## config.mk

```make
export PLATFORM = sky130hd
export DESIGN_NAME = fetch_unit
export DESIGN_NICKNAME = d
export VERILOG_FILES = /design/src/rtl/fetch_unit.sv
export SDC_FILE = /design/constraint.sdc
export NUM_CORES = 1
export LEC_CHECK = 0
export BUFFER_PORTS_ARGS = -buffer_cell sky130_fd_sc_hd__buf_2
export CAP_MARGIN = 20
export CORE_MARGIN = 2
export CORE_UTILIZATION = 40
export DETAILED_ROUTE_END_ITERATION = 12
export MAX_ROUTING_LAYER = met4
export PLACE_DENSITY = 0.71
export SLEW_MARGIN = 10
export SYNTH_ARGS = -nofsm -noshare
export SYNTH_HDL_FRONTEND = slang
export SYNTH_SLANG_ARGS = --single-unit
```

## constraint.sdc

```tcl
create_clock -name clk -period 1.8 [get_ports clk]
set_input_delay 0.36 -clock clk [delete_from_list [all_inputs] [get_ports clk]]
set_output_delay 0.36 -clock clk [all_outputs]
set_load 0.05 [all_outputs]
```

## src/rtl/fetch_unit.sv

```systemverilog
// Instruction fetch stage: owns the PC, reads the instruction memory combinationally,
// registers the word into ir_out and offers it to decode over valid/ready.
module fetch_unit #(
    parameter int                ADDR_W      = 4,
    parameter int                INSTR_W     = 16,
    parameter logic [ADDR_W-1:0] RESET_PC    = '0,
    parameter logic [3:0]        JUMP_OPCODE = 4'b1011
) (
    input  logic               clk,
    input  logic               rst,
    output logic [ADDR_W-1:0]  imem_addr,
    input  logic [INSTR_W-1:0] imem_instr,
    output logic [INSTR_W-1:0] ir_out,
    output logic [ADDR_W-1:0]  ir_pc,
    output logic               ir_valid,
    input  logic               ir_ready,
    input  logic               redirect_valid,
    input  logic [ADDR_W-1:0]  redirect_pc,
    input  logic               halt,
    output logic               jump_taken,
    output logic [7:0]         fetch_count,
    output logic               dbg_state
);

    // Handshake: a word moves to decode on any cycle where ir_valid && ir_ready are both
    // high at the rising edge; while ir_valid is high and ir_ready low, ir_out/ir_pc/ir_valid
    // stay bit-stable. Redirect flushes whatever was not delivered on that same edge.

    typedef enum logic {RUN = 1'b0, HALTED = 1'b1} state_e;

    localparam logic [ADDR_W-1:0] PC_ONE = 1;

    state_e              state_q, state_d;
    logic [ADDR_W-1:0]   pc_q, pc_d;
    logic [INSTR_W-1:0]  ir_q, ir_d;
    logic [ADDR_W-1:0]   ir_pc_q, ir_pc_d;
    logic                valid_q, valid_d;
    logic                jump_q, jump_d;
    logic [7:0]          count_q, count_d;
    logic                load;
    logic                is_jump;

    always_ff @(posedge clk) begin
        if (rst) begin
            state_q <= RUN;
            pc_q    <= RESET_PC;
            ir_q    <= '0;
            ir_pc_q <= '0;
            valid_q <= 1'b0;
            jump_q  <= 1'b0;
            count_q <= '0;
        end else begin
            state_q <= state_d;
            pc_q    <= pc_d;
            ir_q    <= ir_d;
            ir_pc_q <= ir_pc_d;
            valid_q <= valid_d;
            jump_q  <= jump_d;
            count_q <= count_d;
        end
    end

    assign is_jump = (imem_instr[INSTR_W-1 -: 4] == JUMP_OPCODE);
    assign load    = (state_q == RUN) && !redirect_valid && (!valid_q || ir_ready);

    always_comb begin
        state_d = halt ? HALTED : RUN;
        pc_d    = pc_q;
        ir_d    = ir_q;
        ir_pc_d = ir_pc_q;
        valid_d = valid_q;
        jump_d  = 1'b0;
        count_d = count_q;
        if (redirect_valid) begin
            pc_d    = redirect_pc;
            valid_d = 1'b0;
        end else if (load) begin
            ir_d    = imem_instr;
            ir_pc_d = pc_q;
            valid_d = 1'b1;
            jump_d  = is_jump;
            // Jumps resolve here so the target is fetched on the very next edge.
            pc_d    = is_jump ? imem_instr[ADDR_W-1:0] : pc_q + PC_ONE;
            if (count_q != 8'hFF) begin
                count_d = count_q + 8'd1;
            end
        end else if (valid_q && ir_ready) begin
            valid_d = 1'b0;
        end
    end

    assign imem_addr   = pc_q;
    assign ir_out      = ir_q;
    assign ir_pc       = ir_pc_q;
    assign ir_valid    = valid_q;
    assign jump_taken  = jump_q;
    assign fetch_count = count_q;
    assign dbg_state   = state_q;

endmodule

```

---- After elaboration in Yosys (flattened, before gate mapping) ----
Index checks and enable logic that the tools add are counted.
storage, ports and cells
  output and inout bits ................... 35
  memories kept ........................... 0
  ROM bits ................................ 0
  RAM bits ................................ 0
  register bits ........................... 35
  latch bits .............................. 0
cells by class
  magnitude comparators ................... 0
  shift-type cells ........................ 0
  multiply operators ...................... 0
  divide/modulo/power cells ............... 0
  reductions and logical operators ........ 12
  add/sub/neg operators ................... 2
  multiplexer cells ....................... 6
  eq/ne operators ......................... 2
  bitwise logic cells ..................... 3
operators with widths
  kind                 count
  $mux 4               3
  $add 8x1->8 const B  1
  $ne 8x8->1 const B   1
  $add 4x1->4 const B  1
  $eq 4x4->1 const B   1
  $reduce_bool 2->1    2
  $logic_and 1x1->1    3
  $mux 1               3
  $not 1->1            3
  $reduce_and 3->1     1
  $reduce_or 3->1      1
  $logic_not 1->1      2
  $reduce_and 2->1     1
  $reduce_or 2->1      1
  $logic_or 1x1->1     1

---- Logic depth before layout (Yosys ltp) ----
Gate-level depths: netlist of run 1.
  depth after elaboration ................. 5
  mapped depth ............................ 7
  gate-level depth less buffers ........... 5

---- Worst setup path after synthesis of run 1 ----
No wires, ideal clock.
  kind .................................... register to register
  start ................................... register count_q[0], in the netlist fetch_count[0]
  end ..................................... register count_q[5], in the netlist fetch_count[5]
  buffers on the path ..................... 1
  required time ........................... 1.679 ns
  arrival ................................. 1.885 ns
  slack ................................... -0.206 ns
  cell stages (with the launch flop) ...... 7
  cell sequence ........................... dfxtp_1 ha_1 nand3_1 nor3_1 clkbuf_1 nor4_1 mux2_2
between the ends
  cells in the longest elaborated chain, start to end .. 2
ends and longest elaborated chain
  item                                                                 line  source
  start, declared                                                      39    logic [7:0] count_q, count_d;
  start signal, assigned                                               59    count_q <= count_d;
  parallel branches: the longest is 2 deep, another holds $add 8x1->8  n/a
Parallel ways; which one is timed is not known.
A chain may end at the register's enable or synchronous reset.

---- Worst setup path after layout of run 1 ----
  start ................................... register valid_q, in the netlist ir_valid
  end ..................................... register count_q[7], in the netlist fetch_count[7]
between the ends
  cells in the longest elaborated chain, start to end .. 4
ends and longest elaborated chain
  item                        line  source
  start, declared             37    logic valid_q, valid_d;
  start signal, assigned      57    valid_q <= valid_d;
  $logic_not 1->1             64    assign load = (state_q == RUN) && !redirect_valid && (!valid_q || ir_ready);
  $logic_or 1x1->1            64
  $logic_and 1x1->1           64
  $reduce_and 3->1 (no line)  n/a
Every way passes these cells.

==> flow_summary.toml, run 1 <==
[sta]
totalNegativeSetupSlack_ps = 0
max_freq_ghz = 0.5992
skew_ps = 3.235
grt_setup_unrepaired = "false"
holdWs_ps = 224.0
slew_headroom_pct = 75.11
worst_slack_ps = 131.2
setup-violations-final = 0
final.period_utilization_pct = 92.71
final.min_clock_period_ps = 1669
tightestPinTransition_ps = 373.4
finalMaxSlewViolations = 0
number_of_failing_hold_endpoints_at_the_final_stage = 0

[yosys]
synth_flop_cell = "sky130_fd_sc_hd__dfxtp_1"
synth_seq_area_share_pct = 48.78
seq_cells_post_synth = 35
synth_top_cell_by_area = "sky130_fd_sc_hd__dfxtp_1"
synth-edff-count = 0
synth.most_common_cell = "sky130_fd_sc_hd__nand2_1"
synth_cells = 173
synthDominantCellAreaShare_pct = 48.78
post_synth_most_frequent_cells = "sky130_fd_sc_hd__nand2_1, sky130_fd_sc_hd__dfxtp_1, sky130_fd_sc_hd__a21oi_1"
syn_avg_cell_area_um2 = 8.303
netlist-cell-type-count = 31
ys_top_cells_by_area = "sky130_fd_sc_hd__dfxtp_1, sky130_fd_sc_hd__nand2_1, sky130_fd_sc_hd__a21oi_1"
synthesis.yosys.warnings = 0
synth-async-reset-ratio_pct = 0
synth.net_count = 200
syn-cell-area_mm2 = 0.001436

[flow_run]
cap_violations = 0

[finish]
area_growth_syn_to_layout_pct = 28.40
drive_gt1_share_pct = 34.76
layout.nets = 259
antenna_cells = 0
design_area_mm2 = 0.001844

[grt]
global_route.overflow_total = 0
grt.total_usage_pct = 18.65
grt_first_pass_wirelength_um = 5740
initial_antenna_violation_count = 0
grt_start_max_net_pins = 25
first_global_vias = 1281

[placed_design]
globalplace.congestion = 0.7617
post_place_setup_slack_ps = 56.78
port_buffer_count = 59
place_area_mm2 = 0.001789
detailed_place_hpwl_um = 2419

[power_and_ir_drop]
sw_share_pct = 32.27
power.ir.vdd_worst_uv = 445.6
power_switching_mw = 0.5039
share_clk_of_total_power_pct = 25.9
part_of_the_power_in_combinational_logic_pct = 20.3
power.sequential.fraction_pct = 53.7
pwr_dens_mw_per_mm2 = 846.6
static-leakage-power_nw = 0.8107
cellInternalPower_mw = 1.057

[detailed_routing]
wl_um = 3405
number_of_detailed_routing_iterations_run_before_antenna_repair = 4
vias_per_cell = 5.061
drc = 0
post_drt_wl_per_cell_um = 12.20
dr_total_vias = 1412
drtAntennaViolNets = 0
initialDrtViolationCount = 67

[worst_setup_path]
worst_r2r_path_depth = 4
critical_path.reg2reg.startpoint = "ir_valid"
worst_setup_path_start_kind = "flip-flop"
worst_ep_arrival_time_ps = 1900
crit_start = "ir_valid"
timing.critical_path.to_type = "flip-flop"
ws_path_type = "reg2reg"
critPathRequiredTime_ps = 2030
critical_path.max_fanout = 15

[floorplan]
ioPinCount = 60
die_area_mm2 = 0.004086
floorplan.die.width_um = 63.93
die_y_um = 63.93
rows = 21
core_mm2 = 0.003390
initial_core_util_pct = 42.38

[clock_tree]
worst_setup_hold_path_clk_slew_ps = 100
tritoncts = "built"
cts_inserted_buffers = 5
insertion_delay_ps = 340
htree_num_levels = 2
cts.hold.buffers_added = 0
ctsLongestPathBuffers = 2
clock_sinks = 35
clk_root_buffer_cell = "sky130_fd_sc_hd__clkbuf_4"

[hold_path]
worst_hold_path.num_cells = 2
holdCritPathClass = "in2reg"
timing.hold.worst.start = "halt"

[status]
outcome = "completed"
[what timing repair did]
item	in CTS	in global routing
buffers inserted	0	0
endpoints found under the hold margin	0	0
endpoints found under the setup margin	0	2
resized for setup	0	1
[registers in the layout (all words and copies together), names as in the netlist]
signal and count:
dbg_state 1, ir_valid 1, fetch_count 8, ir_pc 4, ir_out 16, jump_taken 1
imem_addr 4
[worst paths after layout]
kind | end | slack, ps
max | fetch_count[7] | 130
min reg2reg | ir_out[3] | 460
min | dbg_state | 220
max reg2reg | fetch_count[7] | 130
[layer usage]
layer	up-vias	global-route usage (%)	routed length, µm
met4	0	7.337	44
met3	4	6.866	222
li1	712	-	-
met1	651	20.94	1526
met2	45	30.08	1612
met5	-	-	0
[logic make-up after synthesis]
logic type                 synth area share (%)
and+or+nand+nor                           23.17
AOI/OAI and AO/OA                         17.94
buffers and inverters                     4.791
muxes                                     2.352
xor gates and xnor gates                  1.220
adders and majority gates                 1.742
DFF                                       48.78
[layout make-up]
class | count | area, µm²
multi-input cells | 124 | 676.9
well taps | 46 | 57.56
fillers | 338 | 1545
inverters | 2 | 7.507
clock inverters | 1 | 5.005
repair buffers | 64 | 345.3
flip-flops and latches | 35 | 706.9
clock buffers | 7 | 45.04
[stage by stage]
stage / power (mW) / instances / util [%]
6_report: 1.561 / 279 / 54.41
5_1_grt: 1.651 / 279 / 54.41
4_1_cts: 1.582 / 279 / 54.26
3_5_place_dp: 1.178 / 271 / 52.79
3_3_place_gp: 1.174 / 271 / 52.79
2_1_floorplan: 1.084 / 173 / -
[cell usage in the layout, fill, tap and decap left out, types with 2 or more instances in the layout]
| cell | netlist | final |
|---|---|---|
| sky130_fd_sc_hd__buf_2 | 1 | 59 |
| sky130_fd_sc_hd__nand2_1 | 46 | 46 |
| sky130_fd_sc_hd__a21oi_1 | 31 | 31 |
| sky130_fd_sc_hd__dfxtp_1 | 35 | 30 |
| sky130_fd_sc_hd__nor2b_1 | 5 | 5 |
| sky130_fd_sc_hd__clkbuf_4 | 0 | 5 |
| sky130_fd_sc_hd__dfxtp_2 | 0 | 5 |
| sky130_fd_sc_hd__a22oi_1 | 4 | 4 |
| sky130_fd_sc_hd__buf_4 | 0 | 4 |
| sky130_fd_sc_hd__nand3_1 | 3 | 3 |
| sky130_fd_sc_hd__or4_1 | 3 | 3 |
| sky130_fd_sc_hd__nor2_1 | 3 | 3 |
| sky130_fd_sc_hd__mux2_2 | 3 | 3 |
| sky130_fd_sc_hd__o31ai_1 | 3 | 3 |
| sky130_fd_sc_hd__nor3_2 | 0 | 2 |
| sky130_fd_sc_hd__o211ai_1 | 2 | 2 |
| sky130_fd_sc_hd__inv_1 | 2 | 2 |
| sky130_fd_sc_hd__nor4_1 | 2 | 2 |
| sky130_fd_sc_hd__or3_1 | 2 | 2 |
| sky130_fd_sc_hd__o21ai_0 | 2 | 2 |
| sky130_fd_sc_hd__ha_1 | 2 | 2 |
| sky130_fd_sc_hd__clkbuf_1 | 8 | 2 |
[power groups by stage]
stage,combinational (mW),sequential [mW],clock (mW)
floorplan,0.104,0.980,0
finish,0.318,0.839,0.405
CTS,0.321,0.839,0.422
global route,0.344,0.844,0.463
detailed placement,0.321,0.857,0
global placement,0.318,0.856,0
[worst max-delay path, cell delays in order (launching register included)]
cell and delay (ps):
sky130_fd_sc_hd__dfxtp_2 330, sky130_fd_sc_hd__nor2b_1 140, sky130_fd_sc_hd__or3_4 400, sky130_fd_sc_hd__nor4_1 330
sky130_fd_sc_hd__mux2_2 360
Note: power is estimated with default switching activity, not from simulation.
==> inputs of run 2 (changes only) <==
- CORE_ASPECT_RATIO: default -> 1.4
- CTS_BUF_LIST: default -> sky130_fd_sc_hd__clkbuf_16
==> flow_summary.toml, run 2 (same netlist as run 1, synthesis figures left out) <==
[hold_path]
timing.hold.worst.start = "halt"
min_delay_worst_endpoint = "dbg_state"
worst_hold_path.num_cells = 2
holdCritPathClass = "in2reg"

[detailed_routing]
vias_per_cell = 5.167
initialDrtViolationCount = 29
wl_um = 3417
number_of_detailed_routing_iterations_run_before_antenna_repair = 4
drtAntennaViolNets = 0
dr_total_vias = 1421
post_drt_wl_per_cell_um = 12.43
drc = 0

[sta]
number_of_failing_hold_endpoints_at_the_final_stage = 0
skew_ps = 1.730
slew_headroom_pct = 74.72
final.period_utilization_pct = 94.79
tightestPinTransition_ps = 377.3
final.min_clock_period_ps = 1706
finalMaxSlewViolations = 0
holdWs_ps = 293.0
totalNegativeSetupSlack_ps = 0
max_freq_ghz = 0.5861
worst_slack_ps = 93.83
setup-violations-final = 0
grt_setup_unrepaired = "false"

[clock_tree]
worst_setup_hold_path_clk_slew_ps = 50
cts.repair.resized = 0
htree_num_levels = 2
cts.repair_timing.setup_buffer_count = 0
cts.hold.buffers_added = 0
tritoncts = "built"
ctsLongestPathBuffers = 2
cts_inserted_buffers = 5
clk_root_buffer_cell = "sky130_fd_sc_hd__clkbuf_16"
clock_sinks = 35
insertion_delay_ps = 280

[worst_setup_path]
ws_path_type = "reg2reg"
worst_setup_path_start_kind = "flip-flop"
critical_path.max_stage_delay_ps = 410
worst_r2r_path_depth = 4
worstReg2RegEnd = "fetch_count[5]"
timing.critical_path.to_type = "flip-flop"
cp_cell_sequence = "nor2b_1, or3_4, nor4_1, mux2_2"
worst_ep_arrival_time_ps = 1870
cpMaxStageDelayCell = "sky130_fd_sc_hd__or3_4"
crit_start = "ir_valid"
critical_path.reg2reg.startpoint = "ir_valid"
rrSetupSlack_ps = 90
critPathRequiredTime_ps = 1970
critical_path.max_fanout = 14

[power_and_ir_drop]
finalPower_mw = 1.960
power.ir.vdd_worst_uv = 727.6
pwr_dens_mw_per_mm2 = 1020
static-leakage-power_nw = 0.8629

[placed_design]
port_buffer_count = 59
place_area_mm2 = 0.001784
detailed_place_hpwl_um = 2471
globalplace.congestion = 0.8008
place_inst = 267
post_place_setup_slack_ps = 31.42

[floorplan]
floorplan.die.width_um = 54.65
initial_core_util_pct = 42.13
rows = 25
ioPinCount = 60
die_area_mm2 = 0.004093
core_mm2 = 0.003410
die_y_um = 74.91

[status]
outcome = "completed"

[grt]
global_route.overflow_total = 0
grt_start_max_net_pins = 25
initial_antenna_violation_count = 0
grt.total_usage_pct = 18.87
first_global_vias = 1263
grt_first_pass_wirelength_um = 5451

[finish]
fillers = 340
design_area_mm2 = 0.001922
antenna_cells = 0
finalCoreUtilization_pct = 56.37
area_growth_syn_to_layout_pct = 33.80
layout.cells.most_common_list = "sky130_fd_sc_hd__buf_2, sky130_fd_sc_hd__nand2_1, sky130_fd_sc_hd__a21oi_1"
drive_gt1_share_pct = 34.89
layout_commonest_cell = "sky130_fd_sc_hd__buf_2"
number_of_flip_flops_in_the_largest_register = 16
final_cell_count_no_fill = 275
layout.nets = 261

[flow_run]
cap_violations = 0
-- run 2: cell types whose count changed in the layout (fill, tap and decap cells not counted), sizes merged --
| cell | previous run | this run |
|---|---|---|
| buf | 64 | 66 |
| inv | 2 | 4 |
| clkbuf | 7 | 5 |
-- run 2: routing by layer --
metal  vias to the layer above  track usage (%)  wire [µm]  share of wire [%]
met5                         -                -          0                  0
met4                         0            10.28         76                2.2
met1                       649            22.68       1480                 43
met2                        45            27.38       1631                 48
li1                        721                -          -                  -
met3                         6            6.151        229                6.7
-- run 2: cell type report --
class	instances	area, µm²	share of cell area (%)
Sequential cell	35	706.9	36.78
Timing Repair Buffer	66	347.8	18.10
Clock buffer	5	125.1	6.510
Inverter	2	7.507	0.3906
Clock inverter	3	12.51	0.6510
Tap cell	40	50.05	2.604
Multi-Input combinational cell	124	671.9	34.96
-- run 2: critical path, delay by kind of cell, from the launching register on --
kind | cells | cell delay, ps
muxes | 1 | 370
and+or+nand+nor | 3 | 910
DFF | 1 | 310
-- run 2: worst max path at each step --
stage                           to  cells after the start
finish              fetch_count[5]                      4
global route        fetch_count[5]                      4
CTS                 fetch_count[5]                      4
detailed placement  fetch_count[5]                      4
global placement    fetch_count[7]                      4
floorplan           fetch_count[5]                      4
-- run 2: power by group --
part           internal (mW)  switching, mW  leakage, nW  total, mW
clock                  0.499          0.306       0.0762      0.805
sequential             0.813         0.0252        0.288      0.839
combinational         0.0927          0.224        0.498      0.317
total                   1.41          0.555        0.863       1.96
==> inputs of run 3 (changes only) <==
- ABC_AREA: default -> 1
- CORE_MARGIN: 2 -> default
- PLACE_DENSITY: 0.71 -> 0.7
==> flow_summary.toml, run 3 <==
[grt]
initial_antenna_violation_count = 0
grt.total_usage_pct = 18.39
grt_start_max_net_pins = 25
global_route.overflow_total = 0
first_global_vias = 1430
grt_first_pass_wirelength_um = 6099

[finish]
fillers = 359
layout_commonest_cell = "sky130_fd_sc_hd__buf_2"
number_of_flip_flops_in_the_largest_register = 16
area_growth_syn_to_layout_pct = 27.59
final_cell_count_no_fill = 317
finalCoreUtilization_pct = 54.28
layout.cells.most_common_list = "sky130_fd_sc_hd__buf_2, sky130_fd_sc_hd__nor2_1, sky130_fd_sc_hd__nand2_1"
antenna_cells = 0
layout.nets = 302
drive_gt1_share_pct = 30.18

[worst_setup_path]
ws_path_type = "reg2reg"
critical_path.max_fanout = 7
critical_path.max_stage_delay_ps = 400
worst_ep_arrival_time_ps = 1570
cp_cell_sequence = "ha_1, inv_1, nor2_1, nand2_1, nand2_4, inv_4, nor2_1, nor2_1"
critPathRequiredTime_ps = 1960
worst_setup_path_start_kind = "flip-flop"
crit_path_top_cell_by_count = "sky130_fd_sc_hd__nor2_1"
cpMaxStageDelayCell = "sky130_fd_sc_hd__dfxtp_1"
timing.critical_path.to_type = "flip-flop"
path_delay_family = "simple AND/OR/NAND/NOR gates"
cp.buffers_inverters = 2

[floorplan]
core_mm2 = 0.003741
rows = 26
die_y_um = 76.64
floorplan.die.width_um = 55.31
die_area_mm2 = 0.004239
initial_core_util_pct = 42.54
ioPinCount = 60

[yosys]
synth-async-reset-ratio_pct = 0
synth_seq_area_share_pct = 44.03
netlist-cell-type-count = 25
syn_avg_cell_area_um2 = 7.437
synth_top_cell_by_area = "sky130_fd_sc_hd__dfxtp_1"
seq_cells_post_synth = 35
synthesis.yosys.warnings = 0
synth.most_common_cell = "sky130_fd_sc_hd__nor2_1"
synthDominantCellAreaShare_pct = 44.03
ys_top_cells_by_area = "sky130_fd_sc_hd__dfxtp_1, sky130_fd_sc_hd__nor2_1, sky130_fd_sc_hd__nand2_1"
post_synth_most_frequent_cells = "sky130_fd_sc_hd__nor2_1, sky130_fd_sc_hd__nand2_1, sky130_fd_sc_hd__dfxtp_1"
syn-cell-area_mm2 = 0.001592
synth.net_count = 241
synth_cells = 214
synth_flop_cell = "sky130_fd_sc_hd__dfxtp_1"
synth-edff-count = 0

[detailed_routing]
dr_total_vias = 1516
drtAntennaViolNets = 0
routed_length_on_met2_um = 1771
drc = 0
post_drt_wl_per_cell_um = 10.97
route.top_layer_used = "met4"
number_of_detailed_routing_iterations_run_before_antenna_repair = 4
wl_um = 3478
met3RoutedLength_um = 177
wl_met1_um = 1489
vias_per_cell = 4.782
initialDrtViolationCount = 53

[power_and_ir_drop]
pwr_dens_mw_per_mm2 = 1015
cellInternalPower_mw = 1.433
power.sequential.fraction_pct = 41.8
share_clk_of_total_power_pct = 37.9
power.ir.vdd_worst_uv = 856.7
power_switching_mw = 0.6276
part_of_the_power_in_combinational_logic_pct = 20.3
finalPower_mw = 2.061
sw_share_pct = 30.45
static-leakage-power_nw = 1.002

[clock_tree]
cts_inserted_buffers = 5
worst_setup_hold_path_clk_slew_ps = 50
cts.repair.resized = 0
clk_root_buffer_cell = "sky130_fd_sc_hd__clkbuf_16"
cts.repair_timing.setup_buffer_count = 0
cts.hold.buffers_added = 0
insertion_delay_ps = 270
tritoncts = "built"
clock_sinks = 35
htree_num_levels = 2
ctsLongestPathBuffers = 2

[sta]
grt_setup_unrepaired = "false"
totalNegativeSetupSlack_ps = 0
skew_ps = 1.681
final.period_utilization_pct = 77.93
holdWs_ps = 286.9
finalMaxSlewViolations = 0
number_of_failing_hold_endpoints_at_the_final_stage = 0
max_freq_ghz = 0.7129
slew_headroom_pct = 59.79
tightestPinTransition_ps = 602.4
setup-violations-final = 0
final.min_clock_period_ps = 1403

[placed_design]
detailed_place_hpwl_um = 2514
place_inst = 310
port_buffer_count = 59
globalplace.congestion = 0.8153

[status]
outcome = "completed"

[hold_path]
holdCritPathClass = "in2reg"

[flow_run]
cap_violations = 0
-- run 3: metal layers --
metal / global-route usage, % / vias to the layer above
met5: - / -
met4: 6.250 / 0
met3: 5.263 / 4
met2: 32.29 / 41
met1: 19.49 / 669
li1: - / 802
-- run 3: worst register-to-register path: stages (launching register included) --
cell and delay [ps]:
sky130_fd_sc_hd__dfxtp_1 400, sky130_fd_sc_hd__ha_1 220, sky130_fd_sc_hd__inv_1 70, sky130_fd_sc_hd__nor2_1 160, sky130_fd_sc_hd__nand2_1 130, sky130_fd_sc_hd__nand2_4 120
sky130_fd_sc_hd__inv_4 60, sky130_fd_sc_hd__nor2_1 90, sky130_fd_sc_hd__nor2_1 50
-- run 3: through the flow --
step,cell area (µm²),setup slack [ps]
finish,2031,397.3
global route,2031,235.4
CTS,2031,394.1
detailed placement,1897,377.2
global placement,1897,416.6
floorplan,1592,147.2
-- run 3: area by class of cell --
class / count / area (µm²) / share of cell area (%)
tap: 42 / 52.55 / 2.588
sequential: 35 / 700.7 / 34.50
timing repair buffer: 62 / 317.8 / 15.65
clock inverter: 2 / 8.758 / 0.4313
multi-input combinational: 146 / 721.9 / 35.55
clock buffer: 5 / 125.1 / 6.161
inverter: 25 / 103.9 / 5.114
-- run 3: final timing paths --
kind | end | depth (start not counted) | slack (ps) | from
worst max register to register | fetch_count[0] | 8 | 400 | fetch_count[1]
worst max-delay path | fetch_count[0] | 8 | 400 | fetch_count[1]
worst min-delay path | dbg_state | 3 | 290 | halt
worst min register to register | ir_valid | 1 | 460 | dbg_state
-- run 3: power groups by stage --
stage | sequential [mW] | combinational, mW | clock [mW]
floorplan | 1.05 | 0.152 | 0
global placement | 0.878 | 0.417 | 0
detailed placement | 0.878 | 0.421 | 0
CTS | 0.863 | 0.422 | 0.797
global route | 0.869 | 0.453 | 0.838
finish | 0.862 | 0.418 | 0.780
-- run 3: cell families after synthesis --
logic type | synth area share, %
xor+xnor | 2.202
compound gates | 13.76
simple gates | 27.83
fa+ha+maj | 1.572
buf+inv | 10.61
flops | 44.03
